$ cat config.mk
export PLATFORM = sky130hd
export DESIGN_NAME = cpu_step_ctrl
export DESIGN_NICKNAME = d
export VERILOG_FILES = /design/src/rtl/cpu_ctrl_pkg.sv /design/src/rtl/btn_debounce.sv /design/src/rtl/cpu_step_ctrl.sv
export SDC_FILE = /design/constraint.sdc
export NUM_CORES = 1
export LEC_CHECK = 0
export ABC_CLOCK_PERIOD_IN_PS = 3900
export BUFFER_PORTS_ARGS = -buffer_cell sky130_fd_sc_hd__buf_4
export CORE_MARGIN = 8
export CORE_UTILIZATION = 35
export CTS_BUF_LIST = sky130_fd_sc_hd__clkbuf_8
export DETAILED_ROUTE_END_ITERATION = 10
export MAX_ROUTING_LAYER = met4
export PLACE_DENSITY = 0.62
export SYNTH_ARGS = -nofsm -noshare
export SYNTH_HDL_FRONTEND = slang
export SYNTH_SLANG_ARGS = --single-unit
$ cat constraint.sdc
create_clock -name clk -period 3.9 [get_ports clk]
set_clock_uncertainty 0.05 [all_clocks]
set_input_delay 0.78 -clock clk [delete_from_list [all_inputs] [get_ports clk]]
set_output_delay 0.78 -clock clk [all_outputs]
set_load 0.05 [all_outputs]
$ cat src/rtl/cpu_ctrl_pkg.sv
// cpu_ctrl_pkg: shared mode encodings and defaults for the CPU step controller.
// Provides MODE_* codes, the FSM state enum and the default debounce length.
package cpu_ctrl_pkg;

  localparam logic [1:0] MODE_HALT = 2'd0;
  localparam logic [1:0] MODE_RUN  = 2'd1;
  localparam logic [1:0] MODE_STEP = 2'd2;

  localparam int DEBOUNCE_DEFAULT = 1_000_000;

  typedef enum logic [1:0] {
    S_HALT = MODE_HALT,
    S_RUN  = MODE_RUN,
    S_STEP = MODE_STEP
  } mode_e;

endpackage

$ cat src/rtl/btn_debounce.sv
// btn_debounce: 2-flop synchronizer plus counter debounce for one raw button.
// Ports: clk, rst (sync, high), btn_raw in; level (debounced), press (1-cycle rise).
import cpu_ctrl_pkg::*;

module btn_debounce #(
  parameter int DEBOUNCE_CYCLES = DEBOUNCE_DEFAULT,
  parameter int DB_W            = 20
) (
  input  logic clk,
  input  logic rst,
  input  logic btn_raw,
  output logic level,
  output logic press
);

  localparam logic [DB_W-1:0] LAST = DB_W'(DEBOUNCE_CYCLES - 1);

  logic            sync1;
  logic            sync2;
  logic [DB_W-1:0] cnt;

  // The counter idles at zero while the synced level agrees with the
  // accepted level and runs while they disagree; any return to agreement
  // (a bounce) throws the partial count away.
  always_ff @(posedge clk) begin
    if (rst) begin
      sync1 <= 1'b0;
      sync2 <= 1'b0;
      cnt   <= '0;
      level <= 1'b0;
      press <= 1'b0;
    end else begin
      sync1 <= btn_raw;
      sync2 <= sync1;
      press <= 1'b0;
      if (sync2 == level) begin
        cnt <= '0;
      end else if (cnt == LAST) begin
        level <= sync2;
        press <= sync2;
        cnt   <= '0;
      end else begin
        cnt <= cnt + 1'b1;
      end
    end
  end

endmodule

$ cat src/rtl/cpu_step_ctrl.sv
// cpu_step_ctrl: turns divider ticks into 1-cycle CPU enables under run/halt/step.
// Ports: clk, rst, slow_tick_in, btn_run/step/halt, cpu_stall in; cpu_en, mode, step_count, overrun out.
import cpu_ctrl_pkg::*;

module cpu_step_ctrl #(
  parameter int DEBOUNCE_CYCLES = DEBOUNCE_DEFAULT,
  parameter int DB_W            = 20
) (
  input  logic        clk,
  input  logic        rst,
  input  logic        slow_tick_in,
  input  logic        btn_run,
  input  logic        btn_step,
  input  logic        btn_halt,
  input  logic        cpu_stall,
  output logic        cpu_en,
  output logic [1:0]  mode,
  output logic [31:0] step_count,
  output logic        overrun
);

  logic [2:0] levels_unused;
  logic       run_evt;
  logic       step_evt;
  logic       halt_evt;

  btn_debounce #(
    .DEBOUNCE_CYCLES(DEBOUNCE_CYCLES),
    .DB_W(DB_W)
  ) u_db_run (
    .clk(clk),
    .rst(rst),
    .btn_raw(btn_run),
    .level(levels_unused[0]),
    .press(run_evt)
  );

  btn_debounce #(
    .DEBOUNCE_CYCLES(DEBOUNCE_CYCLES),
    .DB_W(DB_W)
  ) u_db_step (
    .clk(clk),
    .rst(rst),
    .btn_raw(btn_step),
    .level(levels_unused[1]),
    .press(step_evt)
  );

  btn_debounce #(
    .DEBOUNCE_CYCLES(DEBOUNCE_CYCLES),
    .DB_W(DB_W)
  ) u_db_halt (
    .clk(clk),
    .rst(rst),
    .btn_raw(btn_halt),
    .level(levels_unused[2]),
    .press(halt_evt)
  );

  mode_e mode_q;
  logic  tick_prev;
  logic  pending;
  logic  tick_rise;
  logic  active;

  assign tick_rise = slow_tick_in & ~tick_prev;
  assign active    = (mode_q != S_HALT);
  // rst gating keeps the enable low in the first reset cycle, before
  // the synchronous clear of pending has taken effect.
  assign cpu_en    = pending & ~cpu_stall & active & ~rst;
  assign mode      = mode_q;

  always_ff @(posedge clk) begin
    if (rst) begin
      mode_q     <= S_HALT;
      tick_prev  <= 1'b0;
      pending    <= 1'b0;
      step_count <= '0;
      overrun    <= 1'b0;
    end else begin
      tick_prev <= slow_tick_in;
      if (cpu_en) begin
        step_count <= step_count + 32'd1;
      end

      // A tick on the same edge as an accepted enable becomes the next
      // request; a tick while the request is still blocked is lost.
      if (tick_rise && active) begin
        if (pending && !cpu_en) begin
          overrun <= 1'b1;
        end
        pending <= 1'b1;
      end else if (cpu_en) begin
        pending <= 1'b0;
      end

      // Every entry into HALT drops the request so a later run or step
      // always waits for a fresh tick.
      unique case (mode_q)
        S_HALT: begin
          if (step_evt) begin
            mode_q <= S_STEP;
          end else if (run_evt) begin
            mode_q <= S_RUN;
          end
        end
        S_RUN: begin
          if (halt_evt) begin
            mode_q  <= S_HALT;
            pending <= 1'b0;
          end else if (step_evt) begin
            mode_q <= S_STEP;
          end
        end
        S_STEP: begin
          if (halt_evt) begin
            mode_q  <= S_HALT;
            pending <= 1'b0;
          end else if (run_evt) begin
            mode_q <= S_RUN;
          end else if (cpu_en) begin
            mode_q  <= S_HALT;
            pending <= 1'b0;
          end
        end
        default: begin
          mode_q  <= S_HALT;
          pending <= 1'b0;
        end
      endcase
    end
  end

endmodule

==> impl_metrics.ini, run 1 <==
[outcome]
run_status = complete, no violations

[sta]
slew_headroom = 0.324
fin_tns_setup_ns = 0
finalCriticalPeriod_ns = 2.65
finalMaxSlewViolations = 0
rsz0062_at_grt = false
final_count_of_hold_timing_violations = 0
fmaxAchievable_ghz = 0.377
finalCritPeriodShare = 0.679
slew_of_the_pin_with_the_lowest_slew_margin_ns = 1.01
finalSetupViolCount = 0

[run]
drv_cap = 0

[layout]
most_used_cells_in_the_layout_excluding_fill_and_tap_cells = dfxtp_1 (109), nor2_1 (69), buf_4 (44)
fillerInstances = 1433
drive_gt1_frac = 0.107
layout-area-overhead-vs-synth_pct = 12.1
nNetsFinal = 625
n_antenna_cell = 0
finalNonFillerCells = 803
multi_input_area_sq_um = 2650
final_common_cell = dfxtp_1
area.sequential_sq_um = 2180

[grt]
via_count_of_the_first_global_routing_pass = 3726
grt_util_met1 = 0.139
maximum_number_of_pins_on_one_net_before_global_route_repair = 65
global_route.usage.total = 0.117
wire_length_of_the_first_global_routing_pass_um = 17400
grt.met3_usage = 0.0273
global_route.overflow_total = 0
globalRoute.busiestLayer = met2
globalRouteMet2Util = 0.184
grt_antenna_before_repair = 0

[synth]
yosysWarningCount = 0
synthFlopType = dfxtp_1
post-synth-top-area-fraction = 0.433
synthCells = 587
synth_cell_type_count = 45
post_synth_design_cell_area_sq_um = 5040
synth_async_sr_flop_share = 0
post-synth-top-area-cell = dfxtp_1
synth.yosys.seq_area_share = 0.433
post_synth.cell_area_avg_sq_um = 8.58
synth-edff-count = 0
synth_top_cells_by_area = dfxtp_1 (43%), xnor2_1 (6.1%), nor2_1 (5.1%)
mapped_nets = 598
synth-seq-cells = 109

[setup_path]
path_max_fanout = 15
slowest_cell_on_crit_path = o21ai_1
worst-endpoint-arrival_ns = 1.82
crit_type = reg2out
regToRegStartpoint = mode[1]
timing.critical_path.required_ns = 3.07
critical_path_launch_point_type = flop
setup.worst_path.end_class = output pin
crit_path_cell_trace = o21ai_1 > nor3_1 > buf_4
critPathLaunch = mode[1]
timing.critical_path.slowest_cell_delay_ns = 0.73

[clock_tree]
cts_inserted_buffers = 9
post_cts_hold_buffer_count = 0
clkSlewWorstSetupHoldPaths_ns = 0.09
clk-insertion-delay-late_ns = 0.38
post_cts_resize_count = 0
tritoncts = built
number_of_clock_sinks = 109
cts.root.buffer_cell = clkbuf_8
postCtsSetupBuffers = 0
htreeDepth = 3
cts.path.max_buffers = 2

[drt]
drt.antenna.violating_nets = 0
wirelength_per_cell_um = 13.3
dr_total_vias = 4214
dr.first_iter.drc_count = 331
drt-total-wl_um = 10700
drc_errors = 0
drtPass1Iterations = 4
route.detailed.vias_per_inst = 5.25

[placement]
gp_congestion = 0.772
place.detailed.hpwl_um = 7520
placed_cells = 787
numPortBuffers = 42

[floorplan]
placement_rows = 44
die_area_sq_um = 18500
core_area_sq_um = 14300
start_util = 0.352
io-pin-count = 43
fp.dieH_um = 136
die_width_um = 136

[power]
ir_drop_mv = 0.143
power_leakage_nw = 1.74
fin_total_pwr_mw = 1.77
power.density_cell_area_nw_per_um2 = 314

[min_path]
holdCritStartpoint = u_db_step.sync1
worstHoldPathType = reg2reg
report_power, final:
part           total [mW]  switching (mW)  internal (mW)
sequential           1.12         0.00235           1.12
clock               0.621           0.377          0.244
combinational      0.0323          0.0211         0.0111
path summary, 6_finish.rpt:
| path | slack, ns | to | cells past startpoint |
|---|---|---|---|
| worst min register to register | 0.39 | u_db_step.sync2 | 1 |
| worst max-delay path | 1.25 | cpu_en | 3 |
| worst max register to register | 1.40 | step_count[23] | 4 |
| worst min-delay path | 0.39 | u_db_step.sync2 | 1 |
logic make-up after synthesis:
logic type	after synthesis	synth area share
adder cells (fa/ha/maj)	4	0.00994
flip-flops	109	0.433
buffers and inverters	50	0.0402
AND/OR/NAND/NOR	282	0.313
multiplexers	9	0.0199
XOR/XNOR	48	0.0835
AO/OA/AOI/OAI	85	0.101
layer usage:
metal,wire length [um],share of wire
met5,0,0
met4,223,0.021
met3,459,0.043
met2,4890,0.46
met1,5150,0.48
synthesized netlist by cell type, types with 15 or more instances:
library cell,instances
o31ai_1,20
nor2_1,69
a21oi_1,38
clkbuf_1,20
o21ai_0,16
inv_1,22
or4_1,25
or3_1,18
dfxtp_1,109
nand4_1,19
xnor2_1,35
nor2b_1,15
nand2_1,34
nand3_1,29
nor4_1,19
worst max-delay path, delay by kind of cell, from the launching register on:
| family | cells | cell delay [ns] |
|---|---|---|
| buffers and inverters | 1 | 0.23 |
| AO/OA/AOI/OAI | 1 | 0.73 |
| AND/OR/NAND/NOR | 1 | 0.09 |
| flip-flops | 1 | 0.40 |
stage by stage:
step                      cell area [sq um]  setup slack (ns)  hold slack [ns]   util
after floorplan                        5040             0.599            0.364      -
after global placement                 5480              1.08            0.369  0.383
final                                  5650              1.25            0.394  0.394
after detailed placement               5480              1.04            0.377  0.383
after CTS                              5650              1.22            0.400  0.394
after global routing                   5650              1.06            0.405  0.394
state kept, by name, indices dropped and copies added, names as in the netlist:
name,flops
u_db_run.cnt,20
u_db_step.press,1
step_count,32
u_db_halt.sync1,1
u_db_step.cnt,20
u_db_run.sync2,1
u_db_step.sync1,1
overrun,1
u_db_halt.cnt,20
tick_prev,1
u_db_halt.level,1
u_db_run.sync1,1
u_db_halt.press,1
u_db_run.press,1
u_db_step.level,1
mode,2
u_db_run.level,1
u_db_halt.sync2,1
pending,1
u_db_step.sync2,1
final cells by class:
cell class | count | share of cell area
well taps | 184 | 0.0408
multi-input cells | 428 | 0.470
flip-flops and latches | 109 | 0.386
repair buffers | 44 | 0.0585
inverters | 22 | 0.0146
clock buffers | 10 | 0.0244
clock inverters | 6 | 0.00554
Note: power is estimated with default switching activity, not from simulation.
==> inputs of run 2 (changes only) <==
--- a/config.mk
+++ b/config.mk
@@ -5,14 +5,15 @@
 export SDC_FILE = /design/constraint.sdc
 export NUM_CORES = 1
 export LEC_CHECK = 0
-export ABC_CLOCK_PERIOD_IN_PS = 3900
+export ABC_AREA = 1
+export ABC_CLOCK_PERIOD_IN_PS = 2260
 export BUFFER_PORTS_ARGS = -buffer_cell sky130_fd_sc_hd__buf_4
 export CORE_MARGIN = 8
 export CORE_UTILIZATION = 35
 export CTS_BUF_LIST = sky130_fd_sc_hd__clkbuf_8
 export DETAILED_ROUTE_END_ITERATION = 10
 export MAX_ROUTING_LAYER = met4
-export PLACE_DENSITY = 0.62
+export PLACE_DENSITY = 0.63
 export SYNTH_ARGS = -nofsm -noshare
 export SYNTH_HDL_FRONTEND = slang
 export SYNTH_SLANG_ARGS = --single-unit
==> constraint.sdc (replaced) <==
create_clock -name clk -period 2.26 [get_ports clk]
set_clock_uncertainty 0.05 [all_clocks]
set_input_delay 0.452 -clock clk [delete_from_list [all_inputs] [get_ports clk]]
set_output_delay 0.452 -clock clk [all_outputs]
set_load 0.05 [all_outputs]
==> impl_metrics.ini, run 2 <==
[synth]
yosysWarningCount = 0
post-synth-top-area-cell = dfxtp_1
post_synth.cell_area_avg_sq_um = 6.92
synth_cell_type_count = 34
synthCells = 796
synth_async_sr_flop_share = 0
post-synth-top-area-fraction = 0.396
yosys.cell_count.top_type = nand2_1
mapped_nets = 807
synth.yosys.seq_area_share = 0.396
synth_top_cells_by_area = dfxtp_1 (40%), nand2_1 (12%), nor2_1 (9.6%)
post_synth_design_cell_area_sq_um = 5510
synthFlopType = dfxtp_1
synth-seq-cells = 109
synth_top_cells_by_count = nand2_1 (173), nor2_1 (141), dfxtp_1 (109)
synth-edff-count = 0

[floorplan]
fp.dieH_um = 141
placement_rows = 46
io-pin-count = 43
core_area_sq_um = 15700
die_area_sq_um = 20000
start_util = 0.352
die_width_um = 141

[drt]
drc_errors = 0
dr.first_iter.drc_count = 341
drt-total-wl_um = 12100
dr_total_vias = 4895
drtPass1Iterations = 5
dr_wl_met3_um = 408
wirelength_per_cell_um = 11.4
met2RoutedLength_um = 5450
route.detailed.vias_per_inst = 4.60
drt.antenna.violating_nets = 0
drt-met1-wl_um = 6070
top_signal_layer_used = met4

[layout]
layout-area-overhead-vs-synth_pct = 13.3
regMostFlops = step_count
final_common_cell = nand2_1
multi_input_area_sq_um = 2850
fillerInstances = 1676
flip_flop_count_of_the_largest_register_all_copies_and_words_added = 32
n_antenna_cell = 0
most_used_cells_in_the_layout_excluding_fill_and_tap_cells = nand2_1 (173), nor2_1 (141), dfxtp_1 (109)
area.sequential_sq_um = 2180
nNetsFinal = 853
finished_core_util = 0.398
drive_gt1_frac = 0.119

[clock_tree]
clk-insertion-delay-late_ns = 0.39
tritoncts = built
htreeDepth = 3
post_cts_hold_buffer_count = 0
cts.path.max_buffers = 2
cts_inserted_buffers = 9
postCtsSetupBuffers = 0
post_cts_resize_count = 0
clkSlewWorstSetupHoldPaths_ns = 0.10
number_of_clock_sinks = 109
cts.root.buffer_cell = clkbuf_8

[grt]
via_count_of_the_first_global_routing_pass = 4521
global_route.overflow_total = 0
global_route.usage.total = 0.131
wire_length_of_the_first_global_routing_pass_um = 21000
grt_antenna_before_repair = 0
maximum_number_of_pins_on_one_net_before_global_route_repair = 27

[sta]
slew_of_the_pin_with_the_lowest_slew_margin_ns = 0.391
rsz0062_at_grt = false
setup_slack_ns = 0.240
slew_headroom = 0.737
finalMaxSlewViolations = 0
hold_slack_ns = 0.216
finalCriticalPeriod_ns = 2.02
fin_tns_setup_ns = 0
fmaxAchievable_ghz = 0.495
finalSetupViolCount = 0
final_count_of_hold_timing_violations = 0
finalCritPeriodShare = 0.894

[placement]
gp_congestion = 0.849
numPortBuffers = 42
place.detailed.hpwl_um = 9080
dp_slack_ns = 0.475

[setup_path]
crit_path_cell_trace = inv_2 > nand2_2 > nand3_4 > inv_1 > buf_4
path_max_fanout = 6
crit_type = reg2out
slowest_cell_on_crit_path = dfxtp_1
worst-endpoint-arrival_ns = 1.52
timing.critical_path.slowest_cell_delay_ns = 0.44
timing.critical_path.required_ns = 1.76
critical_path_launch_point_type = flop
setup.worst_path.end_class = output pin
rrSetupSlack_ns = 0.52

[min_path]
worstHoldPathType = in2reg

[run]
drv_cap = 0

[power]
power.density_cell_area_nw_per_um2 = 514
power_leakage_nw = 2.22
fin_total_pwr_mw = 3.21
ir_drop_mv = 0.350

[outcome]
run_status = complete, no violations
## run 2: cell count changes in the layout (fill, tap and decap cells not counted), sizes merged, moves of 15 or more
| cell | change |
|---|---|
| nand3 | +29 |
| nor3 | +16 |
| nor2 | +88 |
| o31ai | -19 |
| or3 | -17 |
| or4 | -25 |
| xnor2 | -32 |
| inv | +84 |
| nor4 | -19 |
| nand2 | +145 |
| nor2b | -15 |
## run 2: per-stage QoR
step           cell area (sq um)  instances
3_3_place_gp                6040       1047
3_5_place_dp                6040       1047
5_1_grt                     6240       1063
6_report                    6240       1063
4_1_cts                     6240       1063
2_1_floorplan               5510        796
## run 2: final cells by class
class                      count  area share
clock buffer                   9      0.0199
sequential                   109       0.350
multi-input combinational    570       0.456
inverter                     106      0.0638
timing repair buffer          46      0.0554
clock inverter                 7      0.0118
tap                          216      0.0433
## run 2: worst paths after layout
kind                          from           endpoint  cells after the start
setup / recovery           mode[0]             cpu_en                      5
setup reg to reg  u_db_step.cnt[0]  u_db_step.cnt[14]                      8
hold reg to reg    u_db_halt.sync1    u_db_halt.sync2                      2
hold / removal            btn_step    u_db_step.sync1                      3
## run 2: cells by family after synthesis
group	share of synthesized area
simple gates	0.399
buf+inv	0.0872
flops	0.396
compound gates	0.0636
xor+xnor	0.0445
fa+ha+maj	0.00909
## run 2: per-layer routing
layer | vias to the layer above | global-route usage
li1 | 2640 | -
met1 | 2169 | 0.163
met2 | 78 | 0.206
met3 | 8 | 0.0302
met4 | 0 | 0.0458
met5 | - | -
## run 2: critical path: cells and delay by family (launching register included)
kind,cells,cell delay (ns)
DFF,1,0.44
buffers and inverters,3,0.42
and+or+nand+nor,2,0.27
## run 2: report_power, final
| part | internal (mW) | leakage (nW) | switching [mW] |
|---|---|---|---|
| combinational | 0.0201 | 1.24 | 0.0397 |
| sequential | 1.93 | 0.879 | 0.00493 |
| clock | 0.518 | 0.100 | 0.696 |
==> inputs of run 3 (changes only) <==
--- a/config.mk
+++ b/config.mk
@@ -16,4 +16,5 @@
 export PLACE_DENSITY = 0.63
 export SYNTH_ARGS = -nofsm -noshare
 export SYNTH_HDL_FRONTEND = slang
+export SYNTH_HIERARCHICAL = 1
 export SYNTH_SLANG_ARGS = --single-unit
==> impl_metrics.ini, run 3 <==
[floorplan]
core_area_sq_um = 15900
io-pin-count = 43
fp.dieH_um = 144
start_util = 0.359
die_width_um = 144
placement_rows = 46
die_area_sq_um = 20700

[sta]
finalSetupViolCount = 0
fmaxAchievable_ghz = 0.486
finalMaxSlewViolations = 0
fin_tns_setup_ns = 0
rsz0062_at_grt = false
slew_of_the_pin_with_the_lowest_slew_margin_ns = 0.377
finalCritPeriodShare = 0.910
final_count_of_hold_timing_violations = 0
slew_headroom = 0.748
finalCriticalPeriod_ns = 2.06

[clock_tree]
cts.root.buffer_cell = clkbuf_8
cts.path.max_buffers = 2
postCtsSetupBuffers = 0
post_cts_hold_buffer_count = 0
tritoncts = built
cts_inserted_buffers = 9
clk-insertion-delay-late_ns = 0.38
clkSlewWorstSetupHoldPaths_ns = 0.10
htreeDepth = 3
post_cts_resize_count = 0
number_of_clock_sinks = 109

[setup_path]
critical_path_launch_point_type = flop
path_max_fanout = 11
rrSetupSlack_ns = 0.53
crit_type = reg2out
worst-endpoint-arrival_ns = 1.56
setup.worst_path.end_class = output pin
timing.critical_path.required_ns = 1.76

[synth]
yosys.cell_count.top_type = nand2_1
synth_top_cells_by_area = dfxtp_1 (38%), nand2_1 (12%), nor2_1 (8.6%)
synth_top_cells_by_count = nand2_1 (186), nor2_1 (131), inv_1 (111)
yosysWarningCount = 6
synth_cell_type_count = 30
synth_async_sr_flop_share = 0
synth-seq-cells = 109
synthFlopType = dfxtp_1
post-synth-top-area-fraction = 0.381
mapped_nets = 852
synth-edff-count = 0
post_synth_design_cell_area_sq_um = 5730
synthCells = 841
post-synth-top-area-cell = dfxtp_1
synth.yosys.seq_area_share = 0.381
post_synth.cell_area_avg_sq_um = 6.81

[grt]
maximum_number_of_pins_on_one_net_before_global_route_repair = 25
global_route.usage.total = 0.129
wire_length_of_the_first_global_routing_pass_um = 21200
grt_antenna_before_repair = 0
global_route.overflow_total = 0
via_count_of_the_first_global_routing_pass = 4597

[drt]
drtPass1Iterations = 4
drc_errors = 0
drt.antenna.violating_nets = 0
dr.first_iter.drc_count = 306
route.detailed.vias_per_inst = 4.58
drt-total-wl_um = 12400
dr_total_vias = 5082
wirelength_per_cell_um = 11.2

[layout]
final_common_cell = nand2_1
regMostFlops = step_count
fin_area_sq_um = 6470
drive_gt1_frac = 0.153
n_antenna_cell = 0
finalNonFillerCells = 1110
most_used_cells_in_the_layout_excluding_fill_and_tap_cells = nand2_1 (186), nor2_1 (131), inv_1 (111)
nNetsFinal = 900
layout-area-overhead-vs-synth_pct = 12.9
flip_flop_count_of_the_largest_register_all_copies_and_words_added = 32

[placement]
numPortBuffers = 42
placed_cells = 1094
place.detailed.hpwl_um = 9350
post_dp_cell_area_sq_um = 6250
gp_congestion = 0.846

[power]
power.density_cell_area_nw_per_um2 = 528
power_leakage_nw = 2.42
ir_drop_mv = 0.308
fin_total_pwr_mw = 3.41

[outcome]
run_status = complete, no violations

[min_path]
worstHoldPathType = in2reg

[run]
drv_cap = 0
## run 3: cell types whose count changed after synthesis, sizes merged, moves of 12 or more
| cell | before | now |
|---|---|---|
| nor3 | 29 | 12 |
| or2 | 0 | 12 |
| nand3 | 58 | 70 |
| nor2 | 157 | 187 |
| xor2 | 25 | 12 |
| nand2 | 179 | 195 |
## run 3: worst paths after layout
check,startpoint,to,cells after the start
setup / recovery,mode[1],cpu_en,3
hold reg to reg,u_db_step/sync1,u_db_step/sync2,2
hold / removal,btn_run,u_db_run/sync1,3
setup reg to reg,mode[1],step_count[26],7
## run 3: kinds of logic after synthesis
kind of cell / synth area share
AOI/OAI and AO/OA: 0.0725
xor gates and xnor gates: 0.0321
adders and majority gates: 0.00874
buffers and inverters: 0.0904
DFF: 0.381
and+or+nand+nor: 0.415
## run 3: metrics by stage
step | util | hold WS [ns] | setup slack (ns)
floorplan | - | 0.338 | 0.444
global placement | 0.392 | 0.348 | 0.372
detailed placement | 0.392 | 0.350 | 0.332
CTS | 0.406 | 0.212 | 0.161
global route | 0.406 | 0.206 | 0.112
finish | 0.406 | 0.232 | 0.202
## run 3: final cells by class
class                           instances  area (sq um)
Sequential cell                       109          2180
Clock buffer                            9           124
Multi-Input combinational cell        609          3030
Fill cell                            1674          9480
Clock inverter                          7          96.3
Inverter                              116           435
Tap cell                              216           270
Timing Repair Buffer                   44           330
## run 3: where the power goes
group / switching, mW / internal (mW) / total (mW)
Combinational: 0.0940 / 0.0424 / 0.136
Sequential: 0.0108 / 1.93 / 1.94
Clock: 0.700 / 0.631 / 1.33
Total: 0.805 / 2.61 / 3.41
## run 3: worst max-delay path: stages (launching register included)
cell and delay [ns]:
dfxtp_1 0.43, nor2_1 0.14, nor2_4 0.33, buf_4 0.27
## run 3: per-layer routing
metal | GRT usage | vias up | share of wire
li1 | - | 2749 | -
met1 | 0.168 | 2244 | 0.50
met2 | 0.195 | 72 | 0.45
met3 | 0.0196 | 17 | 0.033
met4 | 0.0559 | 0 | 0.018
met5 | - | - | 0
